<file path="config.mk">
export PLATFORM = sky130hd
export DESIGN_NAME = mem_wr_arbiter_flat
export DESIGN_NICKNAME = d
export VERILOG_FILES = /design/src/rtl/mem_wr_arbiter_if.sv /design/src/rtl/mem_wr_arbiter.sv /design/src/flat_wrapper.sv
export SDC_FILE = /design/constraint.sdc
export NUM_CORES = 1
export LEC_CHECK = 0
export CAP_MARGIN = 0
export CORE_ASPECT_RATIO = 0.7
export CORE_MARGIN = 10
export CORE_UTILIZATION = 42
export CTS_BUF_LIST = sky130_fd_sc_hd__clkbuf_4
export CTS_CLUSTER_DIAMETER = 40
export CTS_CLUSTER_SIZE = 20
export DETAILED_ROUTE_END_ITERATION = 7
export MAX_ROUTING_LAYER = met4
export PLACE_DENSITY = 0.83
export SLEW_MARGIN = 20
export SYNTH_ARGS = -nofsm -noshare
export SYNTH_HDL_FRONTEND = slang
export SYNTH_SLANG_ARGS = --single-unit
</file>
<file path="constraint.sdc">
create_clock -name aclk -period 2.7 [get_ports aclk]
set_input_delay 0.27 -clock aclk [delete_from_list [all_inputs] [get_ports aclk]]
set_output_delay 0.27 -clock aclk [all_outputs]
set_load 0.03 [all_outputs]
</file>
<file path="src/rtl/mem_wr_arbiter_if.sv">
// -----------------------------------------------------------------------------
// mem_wr_arbiter_if
// Bundle of the requester-side and RAM-side signals of mem_wr_arbiter.
//
// Handshake semantics (valid/ready, applies to every requester i):
//   A beat moves on a rising edge where req_valid[i] & req_ready[i] = 1.
//   req_valid, req_addr and req_data stay stable until that edge.
//   req_valid never depends on req_ready. req_ready is one-hot or zero.
//   On the RAM side, a registered beat (wren = 1) is consumed on the first
//   edge where mem_ready = 1.
//
// Signals:
//   req_valid  [NB_REQ]             per-requester write request
//   req_addr   [NB_REQ*ADDR_WIDTH]  requester i address at [i*ADDR_WIDTH +: ADDR_WIDTH]
//   req_data   [NB_REQ*DATA_WIDTH]  requester i data at [i*DATA_WIDTH +: DATA_WIDTH]
//   req_ready  [NB_REQ]             grant, one-hot or zero
//   mem_ready                       RAM port can take the registered write
//   wren / wraddr / wrdata          registered write towards the RAM
//   grant_id                        requester that issued the current beat
//
// Modports:
//   slave  : the arbiter side (receives requests, drives the RAM write)
//   master : the environment side (requesters and RAM)
// -----------------------------------------------------------------------------
interface mem_wr_arbiter_if #(
   parameter int ADDR_WIDTH = 8,
   parameter int DATA_WIDTH = 8,
   parameter int NB_REQ     = 4,
   parameter int ID_W       = (NB_REQ > 1) ? $clog2(NB_REQ) : 1
);
   logic [NB_REQ-1:0]            req_valid;
   logic [NB_REQ*ADDR_WIDTH-1:0] req_addr;
   logic [NB_REQ*DATA_WIDTH-1:0] req_data;
   logic [NB_REQ-1:0]            req_ready;
   logic                         mem_ready;
   logic                         wren;
   logic [ADDR_WIDTH-1:0]        wraddr;
   logic [DATA_WIDTH-1:0]        wrdata;
   logic [ID_W-1:0]              grant_id;

   modport slave (
      input  req_valid,
      input  req_addr,
      input  req_data,
      input  mem_ready,
      output req_ready,
      output wren,
      output wraddr,
      output wrdata,
      output grant_id
   );

   modport master (
      output req_valid,
      output req_addr,
      output req_data,
      output mem_ready,
      input  req_ready,
      input  wren,
      input  wraddr,
      input  wrdata,
      input  grant_id
   );
endinterface

</file>
<file path="src/rtl/mem_wr_arbiter.sv">
// -----------------------------------------------------------------------------
// mem_wr_arbiter
// Round-robin arbiter sharing one RAM write agent port between NB_REQ
// requesters, with optional burst locking of up to MAX_BURST consecutive beats.
// The selected write is registered so the RAM sees a clean one-cycle-latency
// {wren, wraddr, wrdata, grant_id} and can stall it with mem_ready.
//
// Ports:
//   aclk        clock, rising edge
//   aresetn     asynchronous active-low reset
//   bus         mem_wr_arbiter_if.slave (requests, grants, RAM write)
//   dbg_state   FSM state: 0 = IDLE, 1 = LOCKED
//   dbg_rr_ptr  current round-robin priority index
// -----------------------------------------------------------------------------
module mem_wr_arbiter #(
   parameter int ADDR_WIDTH  = 8,
   parameter int DATA_WIDTH  = 8,
   parameter int NB_REQ      = 4,
   parameter int MAX_BURST   = 4,
   localparam int ID_W       = (NB_REQ > 1) ? $clog2(NB_REQ) : 1,
   localparam int CNT_W      = $clog2(MAX_BURST) + 1
) (
   input  logic                 aclk,
   input  logic                 aresetn,
   mem_wr_arbiter_if.slave      bus,
   output logic                 dbg_state,
   output logic [ID_W-1:0]      dbg_rr_ptr
);

   typedef enum logic {
      ST_IDLE   = 1'b0,
      ST_LOCKED = 1'b1
   } state_t;

   state_t                state_q, state_d;
   logic [ID_W-1:0]       rr_ptr_q, rr_ptr_d;
   logic [ID_W-1:0]       owner_q, owner_d;
   logic [CNT_W-1:0]      beat_q, beat_d;

   logic                  wren_q;
   logic [ADDR_WIDTH-1:0] wraddr_q;
   logic [DATA_WIDTH-1:0] wrdata_q;
   logic [ID_W-1:0]       grant_q;

   logic                  out_free;
   logic [ID_W-1:0]       scan_start;
   logic [ID_W-1:0]       scan;
   logic                  win_found;
   logic [ID_W-1:0]       win_idx;
   logic                  sel_valid;
   logic [ID_W-1:0]       sel_idx;
   logic [ADDR_WIDTH-1:0] sel_addr;
   logic [DATA_WIDTH-1:0] sel_data;
   logic [NB_REQ-1:0]     req_ready_c;
   logic                  hs;

   // Modulo-NB_REQ increment; NB_REQ need not be a power of two.
   function automatic logic [ID_W-1:0] wrap_inc(input logic [ID_W-1:0] p);
      if (p == ID_W'(NB_REQ - 1)) begin
         return '0;
      end
      return p + ID_W'(1);
   endfunction

   // The output register can accept a new beat when it is empty or being
   // drained this cycle.
   assign out_free = !wren_q || bus.mem_ready;

   // Priority scan. In LOCKED the scan only matters when the owner has
   // dropped its request; the lock is then released and arbitration restarts
   // from owner+1 in the same cycle.
   always_comb begin
      scan_start = (state_q == ST_LOCKED) ? wrap_inc(owner_q) : rr_ptr_q;
      win_found  = 1'b0;
      win_idx    = '0;
      scan       = scan_start;
      for (int k = 0; k < NB_REQ; k++) begin
         if (!win_found && bus.req_valid[scan]) begin
            win_found = 1'b1;
            win_idx   = scan;
         end
         scan = wrap_inc(scan);
      end
   end

   // Next-state and grant selection.
   always_comb begin
      state_d   = state_q;
      rr_ptr_d  = rr_ptr_q;
      owner_d   = owner_q;
      beat_d    = beat_q;
      sel_valid = 1'b0;
      sel_idx   = owner_q;
      if (out_free) begin
         if (state_q == ST_LOCKED && bus.req_valid[owner_q]) begin
            sel_valid = 1'b1;
            sel_idx   = owner_q;
            beat_d    = beat_q + CNT_W'(1);
            if (beat_q == CNT_W'(MAX_BURST - 1)) begin
               state_d  = ST_IDLE;
               rr_ptr_d = wrap_inc(owner_q);
            end
         end else begin
            // IDLE, or LOCKED with the owner gone: an owner that drops its
            // request releases the lock even when nobody else is waiting.
            state_d  = ST_IDLE;
            rr_ptr_d = scan_start;
            if (win_found) begin
               sel_valid = 1'b1;
               sel_idx   = win_idx;
               if (MAX_BURST == 1) begin
                  rr_ptr_d = wrap_inc(win_idx);
               end else begin
                  state_d = ST_LOCKED;
                  owner_d = win_idx;
                  beat_d  = CNT_W'(1);
               end
            end
         end
      end
   end

   // Grant is one-hot on the selected requester and forced low in reset.
   always_comb begin
      req_ready_c = '0;
      for (int k = 0; k < NB_REQ; k++) begin
         req_ready_c[k] = aresetn && sel_valid && (sel_idx == ID_W'(k));
      end
   end

   // Address/data mux of the granted requester.
   always_comb begin
      sel_addr = '0;
      sel_data = '0;
      for (int k = 0; k < NB_REQ; k++) begin
         if (sel_idx == ID_W'(k)) begin
            sel_addr = bus.req_addr[k*ADDR_WIDTH +: ADDR_WIDTH];
            sel_data = bus.req_data[k*DATA_WIDTH +: DATA_WIDTH];
         end
      end
   end

   // The grant already requires req_valid, so a selection is a handshake.
   assign hs = sel_valid;

   always_ff @(posedge aclk or negedge aresetn) begin
      if (!aresetn) begin
         state_q  <= ST_IDLE;
         rr_ptr_q <= '0;
         owner_q  <= '0;
         beat_q   <= '0;
      end else begin
         state_q  <= state_d;
         rr_ptr_q <= rr_ptr_d;
         owner_q  <= owner_d;
         beat_q   <= beat_d;
      end
   end

   // Output stage: load on handshake, clear wren when drained without a new
   // beat (address/data/grant keep their last values), hold while stalled.
   always_ff @(posedge aclk or negedge aresetn) begin
      if (!aresetn) begin
         wren_q   <= 1'b0;
         wraddr_q <= '0;
         wrdata_q <= '0;
         grant_q  <= '0;
      end else if (hs) begin
         wren_q   <= 1'b1;
         wraddr_q <= sel_addr;
         wrdata_q <= sel_data;
         grant_q  <= sel_idx;
      end else if (bus.mem_ready) begin
         wren_q   <= 1'b0;
      end
   end

   assign bus.req_ready = req_ready_c;
   assign bus.wren      = wren_q;
   assign bus.wraddr    = wraddr_q;
   assign bus.wrdata    = wrdata_q;
   assign bus.grant_id  = grant_q;

   assign dbg_state     = (state_q == ST_LOCKED);
   assign dbg_rr_ptr    = rr_ptr_q;

endmodule

</file>
<file path="src/flat_wrapper.sv">
// flat-port wrapper written by rule: the top's interface ports become plain ports
module mem_wr_arbiter_flat 
#(
   parameter int ADDR_WIDTH  = 8,
   parameter int DATA_WIDTH  = 8,
   parameter int NB_REQ      = 4,
   parameter int MAX_BURST   = 4,
   localparam int ID_W       = (NB_REQ > 1) ? $clog2(NB_REQ) : 1,
   localparam int CNT_W      = $clog2(MAX_BURST) + 1
)
  (aclk, aresetn, dbg_state, dbg_rr_ptr, bus_req_valid, bus_req_addr, bus_req_data, bus_mem_ready, bus_req_ready, bus_wren, bus_wraddr, bus_wrdata, bus_grant_id);
  mem_wr_arbiter_if #(.ADDR_WIDTH(ADDR_WIDTH), .DATA_WIDTH(DATA_WIDTH), .NB_REQ(NB_REQ)) bus_i ();
  input  logic aclk;
  input  logic aresetn;
  output logic dbg_state;
  output logic [ID_W-1:0] dbg_rr_ptr;
  input wire logic [$bits(bus_i.req_valid)-1:0] bus_req_valid;
  input wire logic [$bits(bus_i.req_addr)-1:0] bus_req_addr;
  input wire logic [$bits(bus_i.req_data)-1:0] bus_req_data;
  input wire logic [$bits(bus_i.mem_ready)-1:0] bus_mem_ready;
  output wire logic [$bits(bus_i.req_ready)-1:0] bus_req_ready;
  output wire logic [$bits(bus_i.wren)-1:0] bus_wren;
  output wire logic [$bits(bus_i.wraddr)-1:0] bus_wraddr;
  output wire logic [$bits(bus_i.wrdata)-1:0] bus_wrdata;
  output wire logic [$bits(bus_i.grant_id)-1:0] bus_grant_id;
  assign bus_i.req_valid = bus_req_valid;
  assign bus_i.req_addr = bus_req_addr;
  assign bus_i.req_data = bus_req_data;
  assign bus_i.mem_ready = bus_mem_ready;
  assign bus_req_ready = bus_i.req_ready;
  assign bus_wren = bus_i.wren;
  assign bus_wraddr = bus_i.wraddr;
  assign bus_wrdata = bus_i.wrdata;
  assign bus_grant_id = bus_i.grant_id;
  mem_wr_arbiter #(.ADDR_WIDTH(ADDR_WIDTH), .DATA_WIDTH(DATA_WIDTH), .NB_REQ(NB_REQ), .MAX_BURST(MAX_BURST)) u_core (.aclk(aclk), .aresetn(aresetn), .bus(bus_i), .dbg_state(dbg_state), .dbg_rr_ptr(dbg_rr_ptr));
endmodule
</file>
==> flow_summary.json <==
{
  "status": "complete, but fails checks",
  "failed_checks": "setup timing",
  "drt_iter0_drc": 83,
  "rows": 20,
  "finalMaxSlewViolations": 0,
  "antenna_left": 0,
  "synth_area_per_cell_um2": 10.7,
  "antenna_cells": 0,
  "layout_common_cells": "clkdlybuf4s50_1 (92), dfrtp_1 (27), buf_4 (25)",
  "grt_first_pass_wirelength_um": 10800,
  "worstSetupPathType": "flop to output pin",
  "clock_sinks": 27,
  "fin_nets": 373,
  "synthCells": 182,
  "dieArea_um2": 7820,
  "crit_family": "compound AO/OA/AOI/OAI gates",
  "htreeDepth": 1,
  "vias_per_cell": 5.53,
  "crit_fanout": 4,
  "cts_buffer_depth": 2,
  "routedWlPerCell_um": 19.7,
  "grt_pass1_vias": 2000,
  "worstSetupStartpointType": "flop",
  "hp-class": "primary input to async pin",
  "yosysWarnings": 0,
  "ys_ff_latch": 27,
  "peakVddDrop_v": 0.000864,
  "core_area_um2": 4400,
  "yosysSeqAreaShare_pct": 34.6,
  "cp-end-kind": "output pin",
  "synthToLayoutAreaGrowth_pct": 67.1,
  "layout-drive-gt1-share_pct": 25.2,
  "clkTransAtPathRegs_ns": 0.16,
  "period_minus_slack_ns": 2.73,
  "drc": 0,
  "synthDistinctLibCells": 42,
  "p_per_area_nw_per_um2": 1140,
  "worstPathArrival_ns": 2.46,
  "ioPinCount": 97,
  "gr-usage-all-layers_pct": 17.2,
  "drtPass1Iterations": 4,
  "syn_area_um2": 1950,
  "dpl.hpwl_um": 5260,
  "worstPathCellList": "ha_4 -> mux2_4 -> nand3b_1 -> o311ai_4 -> o41ai_4 -> buf_6 -> nor3b_4 -> buf_6",
  "synth_fp_nets": 256,
  "cp_common_cell": "buf_6",
  "grt_max_degree": 20,
  "cts-root-buf": "clkbuf_4",
  "grt_overflow": 0,
  "dieWidth_um": 101,
  "cts_tree": "yes",
  "grt_setup_unrepaired": "yes",
  "fmax_mhz": 366,
  "drv_cap": 0,
  "min_period_over_period_pct": 101,
  "layout_commonest_cell": "clkdlybuf4s50_1",
  "setup_violations": 2,
  "setup_slack_ns": -0.0299,
  "worstMarginPinSlew_ns": 0.423,
  "finish.utilization_pct": 74.1,
  "die_h_um": 77.0,
  "port_buffers": 96,
  "gp_congestion": 0.939,
  "leakage_nw": 1.31,
  "initial_utilization_pct": 44.3,
  "vias": 1953,
  "critical-path-max-stage-delay_ns": 0.44,
  "grt_antenna_before_repair": 0,
  "fin_worst_skew_ns": 0.0197,
  "whs_ns": 0.218,
  "final-hold-violation-count": 0,
  "cts_made_buffers": 3,
  "insertion_delay_ns": 0.35,
  "ctsHoldBuffers": 0,
  "slew_headroom_pct": 71.7,
  "timing.critical_path.buf_inv": 2,
  "crit_slowest_cell": "dfrtp_1",
  "wl_um": 6970,
  "required_ns": 2.43
}
-- worst register-to-register path: stages, from the launching register on --
cell      delay (ns)
dfrtp_1         0.44
ha_4            0.25
mux2_4          0.29
nand3b_1        0.13
o311ai_4        0.11
o41ai_4         0.40
buf_6           0.15
buf_4           0.12
buf_4           0.15
buf_6           0.15
a221oi_2        0.05
a221oi_2        0.27
-- state kept, by name (all words and copies together) (netlist names) --
name,count
u_core.beat_q,3
u_core.bus.grant_id,2
u_core.bus.wraddr,8
u_core.bus.wrdata,8
u_core.bus.wren,1
u_core.dbg_rr_ptr,2
u_core.dbg_state,1
u_core.owner_q,2
-- layer usage --
layer	vias up	global-route usage [%]	part of all wire, %
met1	939	23.2	47
li1	932	-	-
met3	0	4.92	7.9
met2	82	26.1	46
met4	0	0.417	0
met5	-	-	0
-- path summary, 6_finish.rpt --
path | from | end | slack (ns) | depth (start not counted)
setup reg to reg | u_core.owner_q[0] | u_core.bus.wrdata[5] | 0.13 | 11
min in group aclk | u_core.beat_q[0] | u_core.beat_q[0] | 0.49 | 1
max in group asynchronous | aresetn | u_core.owner_q[1] | 1.98 | 3
setup / recovery | u_core.owner_q[0] | bus_req_ready[1] | -0.03 | 8
hold / removal | aresetn | u_core.beat_q[2] | 0.22 | 2
hold reg to reg | u_core.beat_q[0] | u_core.beat_q[0] | 0.49 | 1
-- timing repair --
| item | in CTS | in global routing |
|---|---|---|
| buffers inserted | 7 | 2 |
| gates cloned | 1 | 0 |
| setup endpoints to repair | 4 | 5 |
| gates resized for setup | 10 | 6 |
| hold endpoints to repair | 0 | 0 |
| pin swaps | 5 | 2 |
-- cell usage after synthesis (all sizes together) --
master  instances  area share, %
nand2b          2           0.64
buf             9            4.9
nand3           1           0.26
nand2           9            1.9
o22ai           1           0.64
a22o            1           0.45
a221oi         32             21
inv             2           0.38
o311ai          1           0.83
mux2            1           0.77
o41ai           1            1.4
and2           17            5.4
nor3            1           0.26
o32ai           1           0.45
dfrtp          27             35
a221o           1           0.51
o21ai           7            2.4
nand3b          2           0.77
ha              3            1.9
nor3b           2            1.0
mux2i          19            9.7
clkbuf          5           0.96
nor4            1           0.32
nor2b           3           0.96
or2             2           0.64
nor2           25            4.9
a21oi           2           0.51
a21bo           1           0.51
a31oi           1           0.32
a21o            1           0.38
o21bai          1           0.38
-- through the flow --
stage,total power [mW],instances,setup WS [ns],cell area [um2],setup TNS (ns)
4_1_cts,3.64,351,-0.0103,3210,-0.0187
6_report,3.71,353,-0.0299,3260,-0.0316
3_3_place_gp,3.13,339,0.107,3050,0
2_1_floorplan,2.40,182,0.0941,1960,0
3_5_place_dp,3.17,339,0.0737,3050,0
5_1_grt,3.94,353,-0.113,3260,-0.424
-- kinds of logic after synthesis --
logic type,after synthesis,synth area share (%)
adder cells (fa/ha/maj),3,1.92
buffers and inverters,16,6.28
AND/OR/NAND/NOR,65,17.1
flip-flops,27,34.6
AO/OA/AOI/OAI,51,29.6
multiplexers,20,10.5
-- power breakdown --
group	total (mW)	internal (mW)	switching [mW]	leakage, nW
registers	0.715	0.592	0.123	0.309
clock network	0.183	0.0558	0.127	0.0177
logic	2.82	1.38	1.43	0.981
total	3.71	2.03	1.68	1.31
-- area by class of cell --
| class | instances | area (um2) |
|---|---|---|
| timing repair buffer | 126 | 1250 |
| multi-input combinational | 139 | 1230 |
| fill | 323 | 1140 |
| sequential | 27 | 676 |
| tap | 55 | 68.8 |
| clock buffer | 3 | 22.5 |
| inverter | 2 | 7.51 |
| clock inverter | 1 | 5.00 |
Power figures use the tool's default switching activity.
